--- config.mk ---
export PLATFORM = sky130hd
export DESIGN_NAME = imm_gen_pipe_flat
export DESIGN_NICKNAME = d
export VERILOG_FILES = /design/src/rtl/imm_gen_pipe_if.sv /design/src/rtl/imm_gen_pipe.sv /design/src/flat_wrapper.sv
export SDC_FILE = /design/constraint.sdc
export NUM_CORES = 1
export LEC_CHECK = 0
export ABC_CLOCK_PERIOD_IN_PS = 3500
export CAP_MARGIN = 10
export CORE_MARGIN = 8
export CORE_UTILIZATION = 55
export CTS_BUF_LIST = sky130_fd_sc_hd__clkbuf_4 sky130_fd_sc_hd__clkbuf_8 sky130_fd_sc_hd__clkbuf_16
export DETAILED_ROUTE_END_ITERATION = 12
export HOLD_SLACK_MARGIN = 0.03
export PLACE_DENSITY = 0.88
export SETUP_SLACK_MARGIN = 0.1
export SLEW_MARGIN = 10
export SYNTH_ARGS = -nofsm -noshare
export SYNTH_HDL_FRONTEND = slang
export SYNTH_SLANG_ARGS = --single-unit
--- constraint.sdc ---
create_clock -name clk -period 3.5 [get_ports clk]
set_clock_uncertainty 0.05 [all_clocks]
set_input_delay 0.7 -clock clk [delete_from_list [all_inputs] [get_ports clk]]
set_output_delay 0.7 -clock clk [all_outputs]
set_load 0.01 [all_outputs]
--- src/rtl/imm_gen_pipe_if.sv ---
// Valid/ready bus between fetch/decode and execute for the pipelined immediate generator.
// The producer side uses the master modport and the immediate generator uses the slave modport.
interface imm_gen_pipe_if #(
  parameter int XLEN = 32
);
  logic            in_valid;
  logic            in_ready;
  logic [31:0]     instr;
  logic            out_valid;
  logic            out_ready;
  logic [XLEN-1:0] imm;
  logic [2:0]      fmt;
  logic            illegal;

  modport master (
    output in_valid, instr, out_ready,
    input  in_ready, out_valid, imm, fmt, illegal
  );

  modport slave (
    input  in_valid, instr, out_ready,
    output in_ready, out_valid, imm, fmt, illegal
  );
endinterface

--- src/rtl/imm_gen_pipe.sv ---
// Pipelined RISC-V immediate generator with a 2-entry skid buffer toward execute.
// Optional statistics counters are enabled by defining IMMGEN_STATS_EN.
module imm_gen_pipe #(
  parameter int XLEN  = 32,
  parameter int CNT_W = 16
) (
  input  logic               clk,
  input  logic               rst_n,
  input  logic               flush,
  imm_gen_pipe_if.slave      bus
`ifdef IMMGEN_STATS_EN
  ,
  output logic [CNT_W-1:0]   stat_total,
  output logic [CNT_W-1:0]   stat_illegal
`endif
);

  if (XLEN != 32 && XLEN != 64) begin : g_bad_xlen
    $error("imm_gen_pipe: XLEN must be 32 or 64");
  end

  typedef enum logic [1:0] {ST_EMPTY, ST_ONE, ST_TWO} state_e;

  typedef enum logic [2:0] {
    FMT_R   = 3'd0,
    FMT_I   = 3'd1,
    FMT_S   = 3'd2,
    FMT_B   = 3'd3,
    FMT_U   = 3'd4,
    FMT_J   = 3'd5,
    FMT_ILL = 3'd7
  } fmt_e;

  state_e            state_q, state_d;
  logic              in_ready_q, in_ready_d;
  logic              out_valid_q, out_valid_d;
  logic [XLEN-1:0]   main_imm_q, main_imm_d;
  logic [2:0]        main_fmt_q, main_fmt_d;
  logic              main_ill_q, main_ill_d;
  logic [XLEN-1:0]   skid_imm_q, skid_imm_d;
  logic [2:0]        skid_fmt_q, skid_fmt_d;
  logic              skid_ill_q, skid_ill_d;

  fmt_e              dec_fmt;
  logic signed [31:0] dec_imm32;
  logic [XLEN-1:0]   dec_imm;
  logic              dec_ill;
  logic              accept;
  logic              pop;

  logic [31:0] w;
  assign w = bus.instr;

  // Every immediate is a sign-extended 32-bit value, so decode at 32 bits and widen once.
  always_comb begin
    dec_fmt   = FMT_ILL;
    dec_imm32 = '0;
    case (w[6:0])
      7'b0000011, 7'b0010011, 7'b1100111: dec_fmt = FMT_I;
      7'b0100011:                         dec_fmt = FMT_S;
      7'b1100011:                         dec_fmt = FMT_B;
      7'b0110111, 7'b0010111:             dec_fmt = FMT_U;
      7'b1101111:                         dec_fmt = FMT_J;
      7'b0110011:                         dec_fmt = FMT_R;
      7'b0011011: if (XLEN == 64) dec_fmt = FMT_I;
      7'b0111011: if (XLEN == 64) dec_fmt = FMT_R;
      default:                            dec_fmt = FMT_ILL;
    endcase
    case (dec_fmt)
      FMT_I:   dec_imm32 = {{20{w[31]}}, w[31:20]};
      FMT_S:   dec_imm32 = {{20{w[31]}}, w[31:25], w[11:7]};
      FMT_B:   dec_imm32 = {{19{w[31]}}, w[31], w[7], w[30:25], w[11:8], 1'b0};
      FMT_U:   dec_imm32 = {w[31:12], 12'b0};
      FMT_J:   dec_imm32 = {{11{w[31]}}, w[31], w[19:12], w[20], w[30:21], 1'b0};
      default: dec_imm32 = '0;
    endcase
  end

  assign dec_imm = XLEN'(dec_imm32);
  assign dec_ill = (dec_fmt == FMT_ILL);

  assign accept = bus.in_valid & in_ready_q & ~flush;
  assign pop    = out_valid_q & bus.out_ready;

  // Occupancy FSM: main always feeds the outputs, skid only fills when main is stalled.
  always_comb begin
    state_d    = state_q;
    main_imm_d = main_imm_q;
    main_fmt_d = main_fmt_q;
    main_ill_d = main_ill_q;
    skid_imm_d = skid_imm_q;
    skid_fmt_d = skid_fmt_q;
    skid_ill_d = skid_ill_q;
    if (flush) begin
      state_d = ST_EMPTY;
    end else begin
      case (state_q)
        ST_EMPTY: begin
          if (accept) begin
            state_d    = ST_ONE;
            main_imm_d = dec_imm;
            main_fmt_d = dec_fmt;
            main_ill_d = dec_ill;
          end
        end
        ST_ONE: begin
          if (accept && !pop) begin
            state_d    = ST_TWO;
            skid_imm_d = dec_imm;
            skid_fmt_d = dec_fmt;
            skid_ill_d = dec_ill;
          end else if (accept && pop) begin
            main_imm_d = dec_imm;
            main_fmt_d = dec_fmt;
            main_ill_d = dec_ill;
          end else if (pop) begin
            state_d = ST_EMPTY;
          end
        end
        ST_TWO: begin
          if (pop) begin
            state_d    = ST_ONE;
            main_imm_d = skid_imm_q;
            main_fmt_d = skid_fmt_q;
            main_ill_d = skid_ill_q;
          end
        end
        default: state_d = ST_EMPTY;
      endcase
    end
    in_ready_d  = (state_d != ST_TWO);
    out_valid_d = (state_d != ST_EMPTY);
  end

  always_ff @(posedge clk or negedge rst_n) begin
    if (!rst_n) begin
      state_q     <= ST_EMPTY;
      in_ready_q  <= 1'b1;
      out_valid_q <= 1'b0;
      main_imm_q  <= '0;
      main_fmt_q  <= '0;
      main_ill_q  <= 1'b0;
      skid_imm_q  <= '0;
      skid_fmt_q  <= '0;
      skid_ill_q  <= 1'b0;
    end else begin
      state_q     <= state_d;
      in_ready_q  <= in_ready_d;
      out_valid_q <= out_valid_d;
      main_imm_q  <= main_imm_d;
      main_fmt_q  <= main_fmt_d;
      main_ill_q  <= main_ill_d;
      skid_imm_q  <= skid_imm_d;
      skid_fmt_q  <= skid_fmt_d;
      skid_ill_q  <= skid_ill_d;
    end
  end

  assign bus.in_ready  = in_ready_q;
  assign bus.out_valid = out_valid_q;
  assign bus.imm       = main_imm_q;
  assign bus.fmt       = main_fmt_q;
  assign bus.illegal   = main_ill_q;

`ifdef IMMGEN_STATS_EN
  logic [CNT_W-1:0] total_q, total_d;
  logic [CNT_W-1:0] ill_cnt_q, ill_cnt_d;

  // Saturating counters; flush is already excluded from accept.
  always_comb begin
    total_d   = total_q;
    ill_cnt_d = ill_cnt_q;
    if (accept && !(&total_q)) total_d = total_q + CNT_W'(1);
    if (accept && dec_ill && !(&ill_cnt_q)) ill_cnt_d = ill_cnt_q + CNT_W'(1);
  end

  always_ff @(posedge clk or negedge rst_n) begin
    if (!rst_n) begin
      total_q   <= '0;
      ill_cnt_q <= '0;
    end else begin
      total_q   <= total_d;
      ill_cnt_q <= ill_cnt_d;
    end
  end

  assign stat_total   = total_q;
  assign stat_illegal = ill_cnt_q;
`endif

endmodule

--- src/flat_wrapper.sv ---
// flat-port wrapper written by rule: the top's interface ports become plain ports
module imm_gen_pipe_flat 
#(
  parameter int XLEN  = 32,
  parameter int CNT_W = 16
)
  (clk, rst_n, flush, bus_in_valid, bus_instr, bus_out_ready, bus_in_ready, bus_out_valid, bus_imm, bus_fmt, bus_illegal);
  imm_gen_pipe_if #(.XLEN(XLEN)) bus_i ();
  input  logic clk;
  input  logic rst_n;
  input  logic flush;
  input wire logic [$bits(bus_i.in_valid)-1:0] bus_in_valid;
  input wire logic [$bits(bus_i.instr)-1:0] bus_instr;
  input wire logic [$bits(bus_i.out_ready)-1:0] bus_out_ready;
  output wire logic [$bits(bus_i.in_ready)-1:0] bus_in_ready;
  output wire logic [$bits(bus_i.out_valid)-1:0] bus_out_valid;
  output wire logic [$bits(bus_i.imm)-1:0] bus_imm;
  output wire logic [$bits(bus_i.fmt)-1:0] bus_fmt;
  output wire logic [$bits(bus_i.illegal)-1:0] bus_illegal;
  assign bus_i.in_valid = bus_in_valid;
  assign bus_i.instr = bus_instr;
  assign bus_i.out_ready = bus_out_ready;
  assign bus_in_ready = bus_i.in_ready;
  assign bus_out_valid = bus_i.out_valid;
  assign bus_imm = bus_i.imm;
  assign bus_fmt = bus_i.fmt;
  assign bus_illegal = bus_i.illegal;
  imm_gen_pipe #(.XLEN(XLEN), .CNT_W(CNT_W)) u_core (.clk(clk), .rst_n(rst_n), .flush(flush), .bus(bus_i));
endmodule
# Yosys cells after proc, flatten, opt, wreduce, memory -nomap -nowiden
# Cells that the tools add are included.
dict set report word_totals {
  ff_bits 76
  latch_bits 0
  ramBits 0
  mem_bits_ro 0
  mem_count 0
}
dict set report classes {
  addsub 0
  n_mul 0
  div 0
  n_lt_le_gt_ge 0
  eq_ne 22
  n_shift 0
  n_mux 24
  bitwise_logic 4
  reduce_logical 10
}
# operator n
set ops {}
lappend ops {{$pmux 32 s5} 1}
lappend ops {{$mux 32} 4}
lappend ops {{$pmux 32 s3} 1}
lappend ops {{$eq 7x6->1 const B} 3}
lappend ops {{$eq 7x7->1 const B} 3}
lappend ops {{$pmux 3 s6} 1}
lappend ops {{$eq 7x5->1 const B} 2}
lappend ops {{$mux 2} 6}
lappend ops {{$mux 3} 4}
lappend ops {{$eq 3x3->1 const B} 3}
lappend ops {{$pmux 3 s3} 1}
lappend ops {{$eq 7x2->1 const B} 1}
lappend ops {{$eq 3x2->1 const B} 2}
lappend ops {{$ne 2x1->1 const B} 3}
lappend ops {{$pmux 2 s3} 1}
lappend ops {{$reduce_and 6->1} 1}
lappend ops {{$mux 1} 4}
lappend ops {{$ne 2x2->1 const B} 2}
lappend ops {{$and 1x1->1} 3}
lappend ops {{$eq 3x1->1 const B} 1}
lappend ops {{$pmux 1 s3} 1}
lappend ops {{$reduce_and 3->1} 1}
lappend ops {{$reduce_bool 3->1} 1}
lappend ops {{$reduce_or 3->1} 1}
lappend ops {{other kinds (8)} 9}

# Longest topological paths before layout
dict set report logic_depth {
  ltp_word 8
  mapped_depth 7
}

# Worst setup path after synthesis
# No wires, ideal clock.
dict set report synth_path {
  path_type {input-to-reg}
  from {input bus_instr[2]}
  to {register u_core.main_imm_q[18], in the netlist u_core.bus.imm[18]}
  setup_time_ns 0.087
  t_arrival_ns 2.012
  t_required_ns 3.363
  path_slack_ns 1.352
  cell_stages 6
  path_buffers 1
  path_cell_list {buf_6 -> or4_4 -> a21oi_4 -> and3_4 -> a2111oi_4 -> a211oi_2}
}
dict set report synth_between {
  elab_chain_len 8
  elab_cells_between_ends 22
  cone_classes {eq/ne (14); mux (6); reduce/logical (2)}
}
# item line_no
set synth_rtl {}
lappend synth_rtl {{from (decl)} flat_wrapper.sv:13} ;# input wire logic [$bits(bus_i.instr)-1:0] bus_instr;
lappend synth_rtl {{$eq 7x2->1 (tied with other cells)} imm_gen_pipe.sv:58} ;# case (w[6:0])
lappend synth_rtl {{$reduce_or 3->1 or $reduce_or 2->1 (tied branches)} imm_gen_pipe.sv:58}
lappend synth_rtl {{$pmux 3 s6 (*)} imm_gen_pipe.sv:58}
lappend synth_rtl {{$eq 3x3->1 (tied with other cells)} imm_gen_pipe.sv:69} ;# case (dec_fmt)
lappend synth_rtl {{$pmux 32 s5 (*)} imm_gen_pipe.sv:69}
lappend synth_rtl {{$mux 32} imm_gen_pipe.sv:112} ;# end else if (accept && pop) begin
lappend synth_rtl {{$mux 32} imm_gen_pipe.sv:107} ;# if (accept && !pop) begin
lappend synth_rtl {{$pmux 32 s3 (*)} imm_gen_pipe.sv:97} ;# case (state_q)
lappend synth_rtl {{to (signal assigned)} imm_gen_pipe.sv:150} ;# main_imm_q <= main_imm_d;
lappend synth_rtl {{to (decl)} imm_gen_pipe.sv:37} ;# logic [XLEN-1:0] main_imm_q, main_imm_d;
# Mark *: on every way between the ends. The rest lies on a longest branch, timed or not. The select of a mux whose other input is x is not followed.
# A chain may end at the register's enable or synchronous reset.

# Worst setup path after layout
dict set report layout_path {
  from {input bus_instr[6]}
  to {register u_core.main_imm_q[31], in the netlist u_core.bus.imm[31]}
}
# The elaborated chain is that of the path after synthesis.

==> results_dict.tcl <==
set metrics [dict create \
    gp_congestion 0.862 \
    finalPower_mw 2.54 \
    vias 3309 \
    netlist.area_leader.share_pct 51.9 \
    power-per-cell-area_nw_per_um2 552 \
    cts_root_buf "clkbuf_8" \
    hold_buffers 0 \
    dpl.hpwl_um 6550 \
    r2r_cells 5 \
    die_width_um 97.1 \
    synth_seq_area_share_pct 52.6 \
    wire_per_inst_um 17.3 \
    cp_cell_sequence "clkdlybuf4s50_1 -> and4b_1 -> o21ai_0 -> nor2_1 -> o21ai_0 -> o22ai_1" \
    cp-start-kind "input pin" \
    dr.pass1.iters 5 \
    path_common_cell "o21ai_0" \
    grt_pass1_vias 3160 \
    setup_viol 0 \
    dpl-instance-area_um2 4410 \
    rr_startpoint "u_core.bus.in_ready$_DFF_PN1_" \
    critPathKind "in2reg" \
    stdcell_count 552 \
    clk_pin_slew_ns 0.08 \
    hold_viol_final 0 \
    ys_ff_latch 76 \
    placed_cells_incl_taps 537 \
    crit_fanout 12 \
    post-route-min-period_ns 2.73 \
    drive_gt1_share_pct 7.58 \
    rsz0062_at_grt "no" \
    drv_cap 0 \
    tritoncts "built" \
    worst_pin_slew_ns 0.953 \
    avgSynthCellArea_um2 8.93 \
    max_freq_ghz 0.367 \
    routed_wl_um 9530 \
    pre_cts_ws_ns 0.492 \
    finalSetupTns_ns 0 \
    grt-ovfl-total 0 \
    synth_fp_nets 442 \
    final_nets 508 \
    drt_iter0_drc 264 \
    synth_area_leaders "dfrtp_1 (52%), nand2_1 (7.8%), o21ai_0 (5.8%)" \
    coreArea_um2 6350 \
    diodes 0 \
    grt_first_pass_wirelength_um 15600 \
    crit_buf_inv 1 \
    drc_errors 0 \
    die-area_um2 9430 \
    insertion_delay_ns 0.34 \
    critPathTopFamily "simple AND/OR/NAND/NOR gates" \
    ir_drop_v 0.000359 \
    start_util_pct 56.9 \
    rows 29 \
    viasPerCell 5.99 \
    crit_start "bus_instr[6]" \
    synth_top_area_cell "dfrtp_1" \
    r2r-end "u_core.bus.imm[15]$_DFFE_PN0P_" \
    min_path_type "reg2reg" \
    final_area_um2 4600 \
    ios 75 \
    maxSlewHeadroom_pct 36.5 \
    worst-r2r-setup-slack_ns 1.51 \
    post-cts-setup-buffers 0 \
    ys_types 45 \
    yosysWarnings 0 \
    cts_htree_levels 3 \
    whs_ns 0.419 \
    port-buffer-count 74 \
    grt_usage_pct 19.9 \
    grt_start_max_net_pins 77 \
    fin_ws_ns 0.772 \
    worst_hold_path.endpoint "u_core.skid_imm_q[9]$_DFFE_PN0P_" \
    hold_path.startpoint "u_core.skid_imm_q[9]$_DFFE_PN0P_" \
    whs_path_depth 2 \
    ctsResizeCount 0 \
    slew_violations 0 \
    power_leakage_nw 1.95 \
    slowest_delay_ns 0.70 \
    cts_buffers 9 \
    dieHeight_um 97.1 \
    syn_area_um2 3620 \
    clk_path_buf_depth 2 \
    status "completed" \
    clock_sinks 76 \
    timing.final.crit_share_pct 77.9 \
    area.growth.synth_to_final_pct 27.3 \
    worst_ep_arrival_time_ns 2.94 \
    critical-path-slowest-cell "clkdlybuf4s50_1" \
    antenna_found_initial 0 \
    required_ns 3.71 \
    antenna_left 0 \
    final_util_pct 72.5 \
    syn_inst 405 \
    cp-end-kind "register" \
]
-- cell usage in the layout, fill, tap and decap left out, types with 2 or more instances in the layout --
cell	n
nand2_1	75
dfrtp_1	75
clkdlybuf4s50_1	73
nor2_1	48
o21ai_0	42
a21oi_1	18
a31oi_1	16
a211oi_1	14
nor3_1	13
nor3b_1	11
clkbuf_8	10
buf_4	10
nand3_1	9
and2_1	7
a21o_1	6
and3_1	4
a22oi_1	4
nand2b_1	3
inv_1	3
nor2b_1	2
nand4_1	2
o21ai_1	2
a2111oi_0	2
clkinv_2	2
-- worst max path at each step --
stage,endpoint,slack [ns],cells past startpoint
after CTS,u_core.bus.imm[31]$_DFFE_PN0P_,0.83,6
after detailed placement,u_core.bus.imm[15]$_DFFE_PN0P_,0.49,6
after floorplan,u_core.bus.imm[18]$_DFFE_PN0P_,1.35,6
after global routing,u_core.skid_imm_q[31]$_DFFE_PN0P_,0.60,6
final,u_core.bus.imm[31]$_DFFE_PN0P_,0.77,6
after global placement,u_core.bus.imm[15]$_DFFE_PN0P_,0.60,6
-- layout make-up --
type | count | area, um^2
clock buffers | 11 | 145
inverters | 3 | 11.3
flip-flops and latches | 76 | 1900
well taps | 77 | 96.3
repair buffers | 83 | 806
clock inverters | 4 | 48.8
multi-input cells | 298 | 1590
fillers | 459 | 1750
-- cell families after synthesis --
kind of cell | share of synthesized area (%)
buf+inv | 3.74
compound gates | 20.0
simple gates | 23.3
mux | 0.277
flops | 52.6
-- registers in the layout, summed over array words and instances (netlist names) --
| signal | cells |
|---|---|
| u_core.bus.illegal | 1 |
| u_core.bus.imm | 32 |
| u_core.bus.fmt | 3 |
| u_core.skid_ill_q | 1 |
| u_core.skid_fmt_q | 3 |
| u_core.state_q | 2 |
| u_core.bus.out_valid | 1 |
| u_core.skid_imm_q | 32 |
| u_core.bus.in_ready | 1 |
-- synthesized netlist by cell type (all sizes together) --
library cell,count
and4b,1
and3b,1
nand2,75
dfrtp,75
nor2,48
nand4b,1
o31ai,1
and2,8
or2,1
nand4,2
nand3b,1
mux2i,1
o22ai,1
nor4,1
a21oi,20
a31oi,16
o21a,1
or4,1
o21ba,1
nand3,9
o21bai,1
a2111oi,3
a41oi,1
nor3b,11
and3,5
buf,8
nor2b,2
nor3,13
dfstp,1
a22oi,4
o21ai,44
a21o,6
clkbuf,20
inv,3
a211oi,15
nand2b,3
-- where the power goes --
group	internal (mW)	total [mW]	switching, mW	leakage [nW]
Combinational	0.327	0.645	0.318	0.876
Sequential	1.10	1.23	0.129	0.969
Clock	0.353	0.661	0.308	0.103
Total	1.78	2.54	0.754	1.95
-- worst min-delay path, stage by stage, from the launching register on --
cell     delay, ns
dfrtp_1       0.34
nand2_1       0.05
nand2_1       0.05
-- metal layers --
layer,up-vias,track usage [%],part of all wire (%)
met3,18,4.05,7.5
li1,1545,-,-
met5,-,0,0
met4,0,10.1,2.1
met1,1599,25.6,43
met2,147,31.1,48
(Power assumes the default switching activity.)
